### src/rtl/regfile_scoreboard.sv
// Multi-port register file with per-register busy scoreboard.
// Issue reserves a destination (busy=1), writeback stores data and releases it.
module regfile_scoreboard #(
  parameter int unsigned WORD_SIZE = 16,
  parameter int unsigned REG_BITS  = 3,
  parameter int unsigned NUM_READ  = 2,
  parameter bit          ZERO_REG  = 1'b1,
  parameter bit          BYPASS    = 1'b1
) (
  input  logic                          clk,
  input  logic                          rst_n,
  input  logic                          write_en,
  input  logic [REG_BITS-1:0]           write_reg,
  input  logic [WORD_SIZE-1:0]          write_data,
  input  logic                          reserve_en,
  input  logic [REG_BITS-1:0]           reserve_reg,
  output logic                          reserve_stall,
  input  logic [NUM_READ*REG_BITS-1:0]  read_reg,
  output logic [NUM_READ*WORD_SIZE-1:0] read_data,
  output logic [NUM_READ-1:0]           read_ready,
  output logic [2**REG_BITS-1:0]        busy_vec,
  output logic [REG_BITS:0]             pending_count
);

  localparam int unsigned NREGS = 2 ** REG_BITS;
  localparam int unsigned CW    = REG_BITS + 1;

  logic [WORD_SIZE-1:0] regs_q [NREGS];
  logic [NREGS-1:0]     busy_q, busy_d;
  logic [CW-1:0]        count_q, count_d;

  logic write_ok, reserve_zero, reserve_ok, set_cnt, clr_cnt;

  // Writes to the hard-wired zero register are dropped entirely.
  assign write_ok     = write_en & ~(ZERO_REG && (write_reg == '0));
  assign reserve_zero = ZERO_REG && (reserve_reg == '0);

  // A busy register being released this cycle may be re-reserved at once.
  assign reserve_stall = reserve_en & ~reserve_zero & busy_q[reserve_reg]
                         & ~(write_en & (write_reg == reserve_reg));
  assign reserve_ok    = reserve_en & ~reserve_zero & ~reserve_stall;

  assign set_cnt = reserve_ok & ~busy_q[reserve_reg];
  assign clr_cnt = write_ok & busy_q[write_reg] & ~(reserve_ok & (reserve_reg == write_reg));

  always_comb begin
    busy_d = busy_q;
    if (write_ok) busy_d[write_reg] = 1'b0;
    // Reservation is applied last so it wins over a same-cycle release.
    if (reserve_ok) busy_d[reserve_reg] = 1'b1;
    count_d = count_q + CW'(set_cnt) - CW'(clr_cnt);
  end

  always_ff @(posedge clk or negedge rst_n) begin
    if (!rst_n) begin
      for (int i = 0; i < NREGS; i++) regs_q[i] <= '0;
      busy_q  <= '0;
      count_q <= '0;
    end else begin
      if (write_ok) regs_q[write_reg] <= write_data;
      busy_q  <= busy_d;
      count_q <= count_d;
    end
  end

  always_comb begin
    read_data  = '0;
    read_ready = '1;
    for (int p = 0; p < NUM_READ; p++) begin
      logic [REG_BITS-1:0] r;
      r = read_reg[p*REG_BITS +: REG_BITS];
      if (!rst_n) begin
        read_data[p*WORD_SIZE +: WORD_SIZE] = '0;
        read_ready[p]                       = 1'b1;
      end else if (ZERO_REG && (r == '0)) begin
        read_data[p*WORD_SIZE +: WORD_SIZE] = '0;
        read_ready[p]                       = 1'b1;
      end else if (BYPASS && write_ok && (write_reg == r)) begin
        read_data[p*WORD_SIZE +: WORD_SIZE] = write_data;
        read_ready[p]                       = 1'b1;
      end else begin
        read_data[p*WORD_SIZE +: WORD_SIZE] = regs_q[r];
        read_ready[p]                       = ~busy_q[r];
      end
    end
  end

  assign busy_vec      = busy_q;
  assign pending_count = count_q;

endmodule

### config.mk
export PLATFORM = sky130hd
export DESIGN_NAME = regfile_scoreboard
export DESIGN_NICKNAME = d
export VERILOG_FILES = /design/src/rtl/regfile_scoreboard.sv
export SDC_FILE = /design/constraint.sdc
export NUM_CORES = 1
export LEC_CHECK = 0
export ABC_CLOCK_PERIOD_IN_PS = 2900
export CORE_UTILIZATION = 51
export DETAILED_ROUTE_END_ITERATION = 16
export PLACE_DENSITY = 0.72
export SLEW_MARGIN = 5
export SYNTH_ARGS = -nofsm -noshare
export SYNTH_HDL_FRONTEND = slang
export SYNTH_SLANG_ARGS = --single-unit
### constraint.sdc
create_clock -name clk -period 2.9 [get_ports clk]
set_input_delay 0.725 -clock clk [delete_from_list [all_inputs] [get_ports clk]]
set_output_delay 0.725 -clock clk [all_outputs]
set_load 0.03 [all_outputs]
Word-level counts from Yosys, hierarchy flattened

Index checks and enable logic that the tools add are counted.

Register bits after elaboration: 140
Input bits: 32
Logic and storage cells: 94

Add/sub/neg operators: 2
$lt $le $gt $ge: 10
Eq/ne operators: 4
Mux-type cells: 35
Bitwise gates (word level): 24
Reduce and logical (&&, ||, !) cells: 9

Operators by type and width:

| operator             | number |
|---|---|
| $mux W16             | 11 |
| $bwmux W128          | 1 |
| $bmux W16 S3         | 2 |
| $demux W16 S3        | 1 |
| $lt A3 B4 Y1 const B | 4 |
| $mux W8              | 2 |
| $bmux W1 S3          | 4 |
| $eq A3 B3 Y1         | 4 |
| $ge A4 B4 Y1 const B | 3 |
| $logic_not A3 Y1     | 4 |
| $mux W1              | 12 |
| $not A3 Y4           | 3 |
| $and A1 B1 Y1        | 10 |
| $and A8 B8 Y8        | 1 |
| $not A1 Y1           | 8 |
| $not A8 Y8           | 1 |
| $or A8 B8 Y8         | 1 |
| $demux W1 S3         | 2 |
| $ge A3 B1 Y1 const B | 2 |
| $logic_and A1 B1 Y1  | 5 |
| $add A4 B1 Y4        | 1 |
| $lt A4 B1 Y1 const B | 1 |
| $sub A4 B1 Y4        | 1 |

Longest topological paths before layout

Gate-level depths: netlist of run 1.

Word-level depth: 11
Depth in mapped cells: 12
Gate-level depth less buffers: 10

Worst setup path after synthesis of run 1

OpenSTA, ideal clock, no wires.

Path type: input to output
Start point: in write_reg[1]
End point: out read_data[21]
Arrival time: 2.316 ns
Slack: -0.141 ns
Stages: 6
Path buffers: 3
Path through: buf_6 -> buf_12 -> xnor2_1 -> nand4_2 -> buf_4 -> a211oi_1

Longest elaborated chain between the ends: 7

Ends and longest elaborated chain:

| item                  | line | RTL |
|---|---|---|
| start: declaration    | 13   | `input logic [REG_BITS-1:0] write_reg,` |
| $logic_not A3 Y1      | 35   | `assign write_ok = write_en & ~(ZERO_REG && (write_reg == '0));` |
| $not A1 Y1            | 35   |  |
| $and A1 B1 Y1         | 35   |  |
| $logic_and A1 B1 Y1 * | 78   | `end else if (BYPASS && write_ok && (write_reg == r)) begin` |
| $mux W16 *            | 78   |  |
| $mux W16 *            | 75   | `end else if (ZERO_REG && (r == '0)) begin` |
| $mux W16 *            | 72   | `if (!rst_n) begin` |
| end: declaration      | 19   | `output logic [NUM_READ*WORD_SIZE-1:0] read_data,` |

Mark *: on every way between the ends. The rest lies on a longest branch, timed or not.

Final worst setup path of run 1

Start point: in read_reg[3]
End point: out read_data[21]

Longest elaborated chain between the ends: 7

Ends and longest elaborated chain:

| item                                         | line | RTL |
|---|---|---|
| start: declaration                           | 18   | `input logic [NUM_READ*REG_BITS-1:0] read_reg,` |
| $not A3 Y4 (implied by the code)             | 82   | `read_data[p*WORD_SIZE +: WORD_SIZE] = regs_q[r];` |
| $bmux W16 S3                                 | 82   |  |
| $mux W16 (implied by the code) (2 in series) | 82   |  |
| $mux W16                                     | 78   |  |
| $mux W16 *                                   | 75   |  |
| $mux W16 *                                   | 72   |  |

Mark *: on every way between the ends. The rest lies on a longest branch, timed or not. The select of a mux whose other input is x is not followed.

==> summary.md, run 1 <==
| Metric | Value |
|---|---|
| Number of hold-repair buffers added at the cts stage | `0` |
| Overflow left after global routing | `0` |
| Critical path startpoint | `read_reg[3]` |
| Number of clock sinks | `140` |
| Total length of routed wires | `22000 µm` |
| Post-synthesis register bit count | `140` |
| Required time at the endpoint of the critical path | `2.17 ns` |
| Class of the most critical hold timing path | `input port to async pin` |
| Number of distinct library cells after synthesis | `44` |
| Antenna violations before repair | `0` |
| Launching point of the worst reg2reg path | `busy_vec[5]$_DFF_PN0_` |
| Cell Chain, Critical Path | `buf_6 -> bufbuf_16 -> mux4_2 -> mux2i_2 -> a211oi_2 -> buf_4` |
| Total count of max-transition violations in the final report | `0` |
| Placed instance count | `862` |
| TritonCTS clock tree | `yes` |
| Leakage dissipation | `4.60 nW` |
| Initial DRC Count | `502` |
| Met2 Track Usage GR | `0.449` |
| H-tree depth reported by CTS | `4` |
| Pin slew with the least headroom to its limit | `0.851 ns` |
| Die area | `16400 µm²` |
| Total half-perimeter wirelength after legalization and detailed placement | `13600 µm` |
| Final clock skew | `0.00313 ns` |
| Effective utilization at floorplan | `0.527` |
| Routability Congestion | `0.892` |
| Synth warn | `0` |
| Maximum net fanout on the critical path | `6` |
| Family with the most delay on the worst path | `multiplexers` |
| Routed Antenna Nets | `0` |
| Clock root buffer | `sky130_fd_sc_hd__clkbuf_16` |
| Worst flop-to-flop path endpoint | `pending_count[2]$_DFF_PN0_` |
| Final setup violating endpoints | `0` |
| Total via count after detailed routing | `5698` |
| Synth Instances | `553` |
| Proportion of layout cells with a drive suffix above 1 | `0.587` |
| Cell area after synthesis | `8090 µm²` |
| Average cell area after synthesis | `14.6 µm²` |
| Final critical path time including I/O delays and setup | `2.88 ns` |
| Cell count along the critical path | `6` |
| Core Box Area | `15400 µm²` |
| Die Y-Extent | `128 µm` |
| Vias in the first global route | `5974` |
| Num rows | `45` |
| Fin cells | `914` |
| Summed negative setup slack over all endpoints | `0 ns` |
| Most common cell after layout, fill and taps aside | `sky130_fd_sc_hd__dfrtp_1` |
| Setup crit start kind | `input port` |
| Clock network latency to the later pin of the worst-skew pair | `0.42 ns` |
| Io pins | `79` |
| Detailed-router iteration count before antenna repair | `5` |
| Sequential-to-total area share from yosys stat | `0.433` |
| Number of buffers on the longest clock path | `2` |
| Total Nets Final | `727` |
| Result of the run | `complete, no violations` |
| Fraction of met3 tracks used by global routing | `0.0647` |
| Total clock buffers created by CTS | `17` |
| Worst Setup EP | `read_data[21]` |
| Commonest cells after routing, fill and taps aside | `sky130_fd_sc_hd__dfrtp_1, sky130_fd_sc_hd__mux2_2, sky130_fd_sc_hd__buf_4, sky130_fd_sc_hd__mux4_2, sky130_fd_sc_hd__nor2_1` |
| Antenna diodes | `0` |
| Arrival time of the worst setup path | `2.15 ns` |
| RSZ-0062 raised after global routing | `yes` |
| Wire length of the first global-routing pass | `34700 µm` |
| Layer with the highest usage | `met2` |
| Worst-case headroom to the max-slew limit | `0.432` |
| Count of max-cap constraint violations | `0` |
| Max rail drop VDD | `0.443 mV` |
| Avg WL per Cell | `24.1 µm` |
| Path depth of the worst reg2reg path | `9` |
| DRC violations left | `0` |
| Area growth, synth to finish | `32.4%` |
| Post-route clock period utilization | `0.991` |
| Total power per unit cell area | `660 nW/µm²` |
| Critical path capture point type | `output port` |
| Pin count of the biggest net entering global routing | `68` |
| CP max stage delay | `0.51 ns` |
| GRT Overall Usage | `0.289` |
| Final Hold Violating Endpoints | `0` |
| Timing-limited maximum frequency | `348 MHz` |
| Reg clk slew, reported paths | `0.06 ns` |
| Number of buffer and inverter stages on the critical path | `3` |
| Met1 Track Usage GR | `0.405` |
| Slowest cell on crit path | `sky130_fd_sc_hd__mux4_2` |
| Die boundary width | `128 µm` |
| # port buffers | `78` |
| Via density | `6.23` |
| Number of fillers in the final layout | `996` |
| Total power consumption of the routed design | `7.08 mW` |
| Reg-to-reg slack, setup | `0.35 ns` |
| Crit Path Category | `input port to output port` |
| Post-synthesis net count | `590` |
## final cells by class
type / count / area, µm² / area share
multi-input cells: 344 / 4470 / 0.417
flip-flops and latches: 140 / 3500 / 0.327
repair buffers: 177 / 1850 / 0.173
clock buffers: 21 / 480 / 0.0448
well taps: 211 / 264 / 0.0246
clock inverters: 11 / 108 / 0.0100
inverters: 10 / 37.5 / 0.00350
## cell usage after synthesis (all sizes together)
| library cell | n | share of area |
|---|---|---|
| o21ai | 4 | 0.0025 |
| clkbuf | 18 | 0.0083 |
| xnor2 | 9 | 0.0097 |
| nand4 | 3 | 0.0057 |
| o41ai | 3 | 0.0042 |
| nand3 | 1 | 0.0012 |
| o22ai | 2 | 0.0015 |
| nand2b | 2 | 0.0015 |
| nor4 | 1 | 0.00077 |
| nand3b | 3 | 0.0028 |
| ha | 4 | 0.0062 |
| mux2 | 114 | 0.16 |
| fa | 1 | 0.0025 |
| o31ai | 3 | 0.0040 |
| mux2i | 34 | 0.042 |
| nor4b | 2 | 0.0059 |
| nor2 | 33 | 0.015 |
| o31a | 1 | 0.0012 |
| buf | 41 | 0.037 |
| o32ai | 1 | 0.0020 |
| nand2 | 6 | 0.0028 |
| inv | 10 | 0.0046 |
| o311ai | 1 | 0.0011 |
| dfrtp | 140 | 0.43 |
| a211oi | 33 | 0.031 |
| nor3 | 2 | 0.0026 |
| a21oi | 3 | 0.0019 |
| nand4b | 3 | 0.0077 |
| a21o | 1 | 0.00093 |
| mux4 | 71 | 0.20 |
| xor2 | 3 | 0.0042 |
## per-stage QoR
stage	setup WS (ns)	instance area, µm²	utilization	hold WS (ns)
finish	0.0247	10700	0.697	0.0945
global route	-0.0320	10700	0.697	0.0726
CTS	0.000260	10600	0.688	0.0776
detailed placement	-0.561	9560	0.622	0.384
global placement	-0.494	9560	0.622	0.378
floorplan	-0.130	8180	-	0.429
## timing repair
item	in CTS	in global routing
gates resized for setup	57	18
endpoints found under the setup margin	37	33
gates cloned	2	2
pin swaps	8	10
setup buffers	15	4
## sequential cells by signal, summed over array words and instances (netlist names)
signal         cells
pending_count      4
busy_vec           8
regs_q           128
## power breakdown
part           internal, mW  total (mW)  switching, mW  leakage, nW
Sequential             2.36        2.70          0.340         1.71
Combinational          1.24        2.22          0.983         2.60
Clock                  1.28        2.16          0.876        0.286
## kinds of logic (layout without fill, tap and decap cells)
group / Yosys count / after routing / share of synthesized area
compound gates: 52 / 52 / 0.0499
xor+xnor: 12 / 12 / 0.0139
simple gates: 56 / 56 / 0.0464
flops: 140 / 140 / 0.433
buf+inv: 69 / 219 / 0.0496
fa+ha+maj: 5 / 5 / 0.00866
mux: 219 / 219 / 0.399
## worst reg2reg max path, stage by stage (launching register included)
cell and delay [ns]:
sky130_fd_sc_hd__dfrtp_1 0.45, sky130_fd_sc_hd__mux4_2 0.52, sky130_fd_sc_hd__mux2i_1 0.18, sky130_fd_sc_hd__o311ai_0 0.16, sky130_fd_sc_hd__ha_1 0.32, sky130_fd_sc_hd__inv_1 0.06, sky130_fd_sc_hd__ha_1 0.16, sky130_fd_sc_hd__inv_1 0.06
sky130_fd_sc_hd__fa_1 0.40, sky130_fd_sc_hd__xnor2_1 0.14
## how the worst min path moves through the flow
| stage | startpoint | endpoint | slack [ns] |
|---|---|---|---|
| after floorplan | rst_n | busy_vec[0]$_DFF_PN0_ | 0.43 |
| after global placement | regs_q[117]$_DFFE_PN0P_ | regs_q[117]$_DFFE_PN0P_ | 0.38 |
| after detailed placement | regs_q[114]$_DFFE_PN0P_ | regs_q[114]$_DFFE_PN0P_ | 0.38 |
| after CTS | rst_n | regs_q[63]$_DFFE_PN0P_ | 0.08 |
| after global routing | rst_n | regs_q[63]$_DFFE_PN0P_ | 0.07 |
| final | rst_n | regs_q[63]$_DFFE_PN0P_ | 0.09 |
## routing by layer
| layer | share of wire | wire length, µm | vias up |
|---|---|---|---|
| met4 | 0.018 | 401 | 0 |
| met2 | 0.49 | 10800 | 263 |
| met3 | 0.069 | 1520 | 41 |
| met1 | 0.42 | 9360 | 2977 |
| li1 | - | - | 2417 |
| met5 | 0 | 0 | - |
No activity file was read; power rests on OpenSTA's default activity.
==> run 2: changes to the inputs <==
--- a/config.mk
+++ b/config.mk
@@ -9,6 +9,7 @@
 export CORE_UTILIZATION = 51
 export DETAILED_ROUTE_END_ITERATION = 16
 export PLACE_DENSITY = 0.72
+export RECOVER_POWER = 25
 export SLEW_MARGIN = 5
 export SYNTH_ARGS = -nofsm -noshare
 export SYNTH_HDL_FRONTEND = slang
==> summary.md, run 2 (same netlist as run 1, synthesis figures left out) <==
| Metric | Value |
|---|---|
| Result of the run | `finished, violations left` |
| Failing checks | `max-capacitance violations, max-slew violations` |
| Place WS | `-0.561 ns (unchanged)` |
| Vias in the first global route | `5974 (unchanged)` |
| Number of fillers in the final layout | `999 (+0.30%)` |
| Routed Antenna Nets | `0 (unchanged)` |
| Detailed-router iteration count before antenna repair | `5 (unchanged)` |
| Largest reg by FF count | `regs_q` |
| Final Hold Violating Endpoints | `0 (unchanged)` |
| Max rail drop VDD | `0.443 mV (-0.12%)` |
| Pin count of the biggest net entering global routing | `68 (unchanged)` |
| Crit Path Category | `input port to output port` |
| Total power consumption of the routed design | `7.07 mW (about the same)` |
| Total via count after detailed routing | `5675 (-0.40%)` |
| Io pins | `79 (unchanged)` |
| Leakage dissipation | `4.59 nW (-0.20%)` |
| Slowest cell on crit path | `sky130_fd_sc_hd__mux4_2` |
| Maximum net fanout on the critical path | `6 (unchanged)` |
| Class of the most critical hold timing path | `input port to async pin` |
| Die area | `16400 µm² (unchanged)` |
| Setup crit start kind | `input port` |
| Flip-flop count of the largest register after layout | `128 (unchanged)` |
| Post-route clock period utilization | `0.989 (-0.00227)` |
| Final critical path time including I/O delays and setup | `2.87 ns (-0.00658 ns)` |
| Reg clk slew, reported paths | `0.06 ns (about the same)` |
| Placed instance count | `862 (unchanged)` |
| Pin slew with the least headroom to its limit | `1.64 ns (+0.793 ns)` |
| TritonCTS clock tree | `yes` |
| Num rows | `45 (unchanged)` |
| Avg WL per Cell | `24.1 µm (about the same)` |
| Total count of max-transition violations in the final report | `68 (+68)` |
| Total length of routed wires | `22000 µm (about the same)` |
| H-tree depth reported by CTS | `4 (unchanged)` |
| Total clock buffers created by CTS | `17 (unchanged)` |
| Final clock skew | `0.00318 ns (+0.0000547 ns)` |
| RSZ-0062 raised after global routing | `yes` |
| Critical path capture point type | `output port` |
| Register area | `3500 µm² (unchanged)` |
| Number of buffers on the longest clock path | `2 (unchanged)` |
| Effective utilization at floorplan | `0.527 (unchanged)` |
| Area growth, synth to finish | `32.2%` |
| Total power per unit cell area | `661 nW/µm² (about the same)` |
| Required time at the endpoint of the critical path | `2.17 ns (about the same)` |
| Total Nets Final | `727 (unchanged)` |
| Worst hold margin | `0.273 ns (+0.178 ns)` |
| # port buffers | `78 (unchanged)` |
| Area occupied by multi-input gates | `4470 µm² (unchanged)` |
| Final setup violating endpoints | `0 (unchanged)` |
| Routability Congestion | `0.892 (unchanged)` |
| Initial DRC Count | `491 (-2.2%)` |
| Final Util | `0.696 (-0.000896)` |
| Area after detailed placement | `9560 µm² (unchanged)` |
| GRT Overall Usage | `0.289 (unchanged)` |
| Overflow left after global routing | `0 (unchanged)` |
| Worst-case setup margin in the final layout | `0.0312 ns (+0.00658 ns)` |
| Summed negative setup slack over all endpoints | `0 ns (unchanged)` |
| Antenna violations before repair | `0 (unchanged)` |
| Most common cell after layout, fill and taps aside | `sky130_fd_sc_hd__dfrtp_1` |
| Via density | `6.21 (-0.40%)` |
| Number of hold-repair buffers added at the cts stage | `0 (unchanged)` |
| CP max stage delay | `0.51 ns (about the same)` |
| Cell Chain, Critical Path | `buf_6 -> bufbuf_16 -> mux4_2 -> mux2i_2 -> a211oi_2 -> buf_4` |
| Wire length of the first global-routing pass | `34700 µm (unchanged)` |
| Worst-case headroom to the max-slew limit | `-0.0965 (-0.529)` |
| Clock root buffer | `sky130_fd_sc_hd__clkbuf_16` |
| DRC violations left | `0 (unchanged)` |
| Die boundary width | `128 µm (unchanged)` |
| Final instance area | `10700 µm² (-0.13%)` |
| Die Y-Extent | `128 µm (unchanged)` |
| Arrival time of the worst setup path | `2.14 ns (about the same)` |
| Antenna diodes | `0 (unchanged)` |
| Core Box Area | `15400 µm² (unchanged)` |
| Fin cells | `914 (unchanged)` |
| Timing-limited maximum frequency | `349 MHz (+0.23%)` |
| Total half-perimeter wirelength after legalization and detailed placement | `13600 µm (unchanged)` |
| Number of clock sinks | `140 (unchanged)` |
| Proportion of layout cells with a drive suffix above 1 | `0.585 (-0.00284)` |
| Commonest cells after routing, fill and taps aside | `sky130_fd_sc_hd__dfrtp_1, sky130_fd_sc_hd__mux2_2, sky130_fd_sc_hd__buf_4, sky130_fd_sc_hd__mux4_2, sky130_fd_sc_hd__nor2_1` |
| Clock network latency to the later pin of the worst-skew pair | `0.43 ns (about the same)` |
| Count of max-cap constraint violations | `1 (+1)` |
run 2: final timing paths:
kind                                    startpoint                    endpoint  slack, ns  cells past startpoint
max                                    read_reg[3]               read_data[21]       0.03                      6
min                                          rst_n      regs_q[63]$_DFFE_PN0P_       0.27                      1
max reg2reg                  busy_vec[5]$_DFF_PN0_  pending_count[2]$_DFF_PN0_       0.35                      9
min reg2reg                regs_q[114]$_DFFE_PN0P_     regs_q[114]$_DFFE_PN0P_       0.40                      0
max in group asynchronous                    rst_n      regs_q[30]$_DFFE_PN0P_       0.62                      2
min in group clk           regs_q[114]$_DFFE_PN0P_     regs_q[114]$_DFFE_PN0P_       0.40                      0
run 2: layout make-up:
cell class / count / share of cell area
multi-input cells: 344 / 0.418
flip-flops and latches: 140 / 0.327
repair buffers: 177 / 0.172
clock buffers: 21 / 0.0449
well taps: 211 / 0.0247
clock inverters: 11 / 0.0101
inverters: 10 / 0.00351
run 2: timing repair:
item                                    4_1_cts  5_1_grt
setup buffers                                15        4
resized for setup                            57       18
endpoints found under the setup margin       37       33
pin swaps                                     8       10
cloned                                        2        2
run 2: worst max-delay path, delay by kind of cell:
family	cells	cell delay (ns)
compound gates	1	0.09
buf+inv	3	0.62
mux	2	0.69
run 2: per-layer routing:
| metal | vias to the layer above | share of wire | global-route usage |
|---|---|---|---|
| met5 | - | 0 | 0 |
| met4 | 0 | 0.018 | 0.100 |
| met3 | 38 | 0.060 | 0.0647 |
| met2 | 234 | 0.49 | 0.449 |
| met1 | 2988 | 0.43 | 0.405 |
| li1 | 2415 | - | - |
run 2: power breakdown:
part	leakage (nW)	switching [mW]	internal, mW
combinational	2.59	0.982	1.23
clock	0.286	0.874	1.28
sequential	1.71	0.341	2.36
total	4.59	2.20	4.88
==> run 3: changes to the inputs <==
--- a/config.mk
+++ b/config.mk
@@ -6,11 +6,12 @@
 export NUM_CORES = 1
 export LEC_CHECK = 0
 export ABC_CLOCK_PERIOD_IN_PS = 2900
+export CORE_ASPECT_RATIO = 1.1
 export CORE_UTILIZATION = 51
 export DETAILED_ROUTE_END_ITERATION = 16
 export PLACE_DENSITY = 0.72
 export RECOVER_POWER = 25
-export SLEW_MARGIN = 5
+export SLEW_MARGIN = 20
 export SYNTH_ARGS = -nofsm -noshare
 export SYNTH_HDL_FRONTEND = slang
 export SYNTH_SLANG_ARGS = --single-unit
==> summary.md, run 3 (same netlist as run 1, synthesis figures left out) <==
| Metric | Value |
|---|---|
| Result of the run | `finished, violations left` |
| Failing checks | `max-capacitance violations, max-slew violations` |
| Number of fillers in the final layout | `1051 (+5.2%)` |
| Count of max-cap constraint violations | `1 (unchanged)` |
| Fin cells | `885 (-3.2%)` |
| Effective utilization at floorplan | `0.529 (+0.00280)` |
| Largest reg by FF count | `regs_q` |
| Number of hold-repair buffers added at the cts stage | `0 (unchanged)` |
| Clock share of power | `0.303 (about the same)` |
| Antenna diodes | `0 (unchanged)` |
| Total length of routed wires | `22400 µm (+1.4%)` |
| Critical path capture point type | `output port` |
| Number of buffers on the longest clock path | `2 (unchanged)` |
| Total half-perimeter wirelength after legalization and detailed placement | `13600 µm (-0.51%)` |
| Pin slew with the least headroom to its limit | `1.93 ns (+0.284 ns)` |
| Final setup violating endpoints | `0 (unchanged)` |
| Final clock skew | `0.00602 ns (+0.00284 ns)` |
| Max rail drop VDD | `0.413 mV (-6.8%)` |
| Cell Chain, Critical Path | `buf_2 -> o31a_4 -> nand4_4 -> buf_12 -> buf_12 -> nor2_1 -> a211oi_2 -> buf_4` |
| Relative contribution of combinational cells to total power | `0.314 (about the same)` |
| Path depth of the worst reg2reg path | `9 (unchanged)` |
| Place WS | `-0.540 ns (+0.0209 ns)` |
| Final instance area | `10600 µm² (-1.2%)` |
| Required time at the endpoint of the critical path | `2.17 ns (about the same)` |
| Vias in the first global route | `6008 (+0.57%)` |
| Avg WL per Cell | `25.3 µm (+4.8%)` |
| Overflow left after global routing | `0 (unchanged)` |
| TritonCTS clock tree | `yes` |
| Die Y-Extent | `134 µm (+4.8%)` |
| Clock root buffer | `sky130_fd_sc_hd__clkbuf_16` |
| # port buffers | `78 (unchanged)` |
| Slowest cell on crit path | `sky130_fd_sc_hd__o31a_4` |
| Antenna violations before repair | `0 (unchanged)` |
| Area growth, synth to finish | `30.6%` |
| Commonest cells after routing, fill and taps aside | `sky130_fd_sc_hd__dfrtp_1, sky130_fd_sc_hd__mux2_2, sky130_fd_sc_hd__buf_4, sky130_fd_sc_hd__mux4_2, sky130_fd_sc_hd__nor2_1` |
| Area after detailed placement | `9510 µm² (-0.61%)` |
| Crit Path Category | `input port to output port` |
| Flip-flop count of the largest register after layout | `128 (unchanged)` |
| Reg clk slew, reported paths | `0.06 ns (about the same)` |
| Total clock buffers created by CTS | `17 (unchanged)` |
| Pin count of the biggest net entering global routing | `141 (+110%)` |
| Final Hold Violating Endpoints | `0 (unchanged)` |
| Total Nets Final | `713 (-1.9%)` |
| Total power per unit cell area | `671 nW/µm² (+1.6%)` |
| Number of clock sinks | `140 (unchanged)` |
| Proportion of layout cells with a drive suffix above 1 | `0.575 (-0.00989)` |
| Final critical path time including I/O delays and setup | `2.88 ns (+0.00936 ns)` |
| Most frequent CP cell | `sky130_fd_sc_hd__buf_12` |
| Routability Congestion | `0.812 (-9.0%)` |
| Switching power summed over all nets | `2.17 mW (-1.1%)` |
| H-tree depth reported by CTS | `4 (unchanged)` |
| Switching Share | `0.306 (-0.00418)` |
| Most common cell after layout, fill and taps aside | `sky130_fd_sc_hd__dfrtp_1` |
| Clock network latency to the later pin of the worst-skew pair | `0.41 ns (-0.02 ns)` |
| Via density | `6.42 (+3.4%)` |
| Leakage dissipation | `4.48 nW (-2.4%)` |
| Initial DRC Count | `450 (-8.4%)` |
| Timing-limited maximum frequency | `347 MHz (-0.33%)` |
| Post-route clock period utilization | `0.992 (+0.00323)` |
| Worst-case headroom to the max-slew limit | `-0.286 (-0.189)` |
| Total via count after detailed routing | `5684 (+0.16%)` |
| Num rows | `47 (+4.4%)` |
| Class of the most critical hold timing path | `register to register` |
| Total internal power | `4.92 mW (+0.90%)` |
| Total count of max-transition violations in the final report | `141 (+110%)` |
| Core Box Area | `15300 µm² (-0.53%)` |
| Placed instance count | `840 (-2.6%)` |
| Wire length of the first global-routing pass | `34200 µm (-1.6%)` |
| Routed Antenna Nets | `0 (unchanged)` |
| Detailed-router iteration count before antenna repair | `4 (-1)` |
| DRC violations left | `0 (unchanged)` |
| Worst hold margin | `0.396 ns (+0.124 ns)` |
| Hold-critical path depth | `0` |
| Die area | `16400 µm² (about the same)` |
| Seq pwr share | `0.383 (about the same)` |
| Worst-case setup margin in the final layout | `0.0219 ns (-0.00936 ns)` |
| Maximum net fanout on the critical path | `10 (+4)` |
| Setup crit start kind | `input port` |
| GRT Overall Usage | `0.286 (-0.00347)` |
| Io pins | `79 (unchanged)` |
| Arrival time of the worst setup path | `2.15 ns (about the same)` |
| Die boundary width | `122 µm (-4.6%)` |
| CP max stage delay | `0.38 ns (-0.13 ns)` |
| RSZ-0062 raised after global routing | `yes` |
| Summed negative setup slack over all endpoints | `0 ns (unchanged)` |
run 3: final timing paths:
check	startpoint	to	slack (ns)
setup / recovery	write_reg[0]	read_data[20]	0.02
hold / removal	regs_q[122]$_DFFE_PN0P_	regs_q[122]$_DFFE_PN0P_	0.40
setup reg to reg	busy_vec[1]$_DFF_PN0_	pending_count[2]$_DFF_PN0_	0.35
hold reg to reg	regs_q[122]$_DFFE_PN0P_	regs_q[122]$_DFFE_PN0P_	0.40
max in group asynchronous	rst_n	regs_q[100]$_DFFE_PN0P_	0.34
min in group asynchronous	rst_n	regs_q[62]$_DFFE_PN0P_	1.32
run 3: routing by layer:
metal	wire length [µm]	track usage	vias up
li1	-	-	2369
met1	9150	0.383	3058
met2	11500	0.462	212
met3	1210	0.0565	45
met4	527	0.108	0
met5	0	0	-
run 3: area by class of cell:
cell class              count  area [µm²]  area share
multi-input cells         344        4510       0.426
clock inverters            10         113      0.0107
well taps                 196         245      0.0232
repair buffers            163        1690       0.160
flip-flops and latches    140        3500       0.331
clock buffers              22         474      0.0449
inverters                  10        37.5     0.00355
run 3: power groups by stage:
stage                     Combinational (mW)  Clock, mW  Sequential, mW
after floorplan                         1.34          0            2.71
after global placement                  2.02          0            2.69
after detailed placement                2.08          0            2.72
after CTS                               2.18       2.17            2.69
after global routing                    2.36       2.27            2.75
final                                   2.22       2.15            2.72
run 3: through the flow:
step	power [mW]	util
finish	7.09	0.691
global route	7.39	0.691
CTS	7.05	0.683
detailed placement	4.81	0.622
global placement	4.71	0.622
floorplan	4.05	-
run 3: critical path: cells and delay by family:
kind | cells | cell delay [ns]
buf+inv | 4 | 0.60
compound gates | 2 | 0.62
simple gates | 2 | 0.20
run 3: timing repair:
item                       4_1_cts  5_1_grt
pin swaps                       16        8
resized for setup               56       22
setup endpoints to repair       37       28
cloned                           3        2
buffers inserted                 6        2
hold endpoints to repair         0        0
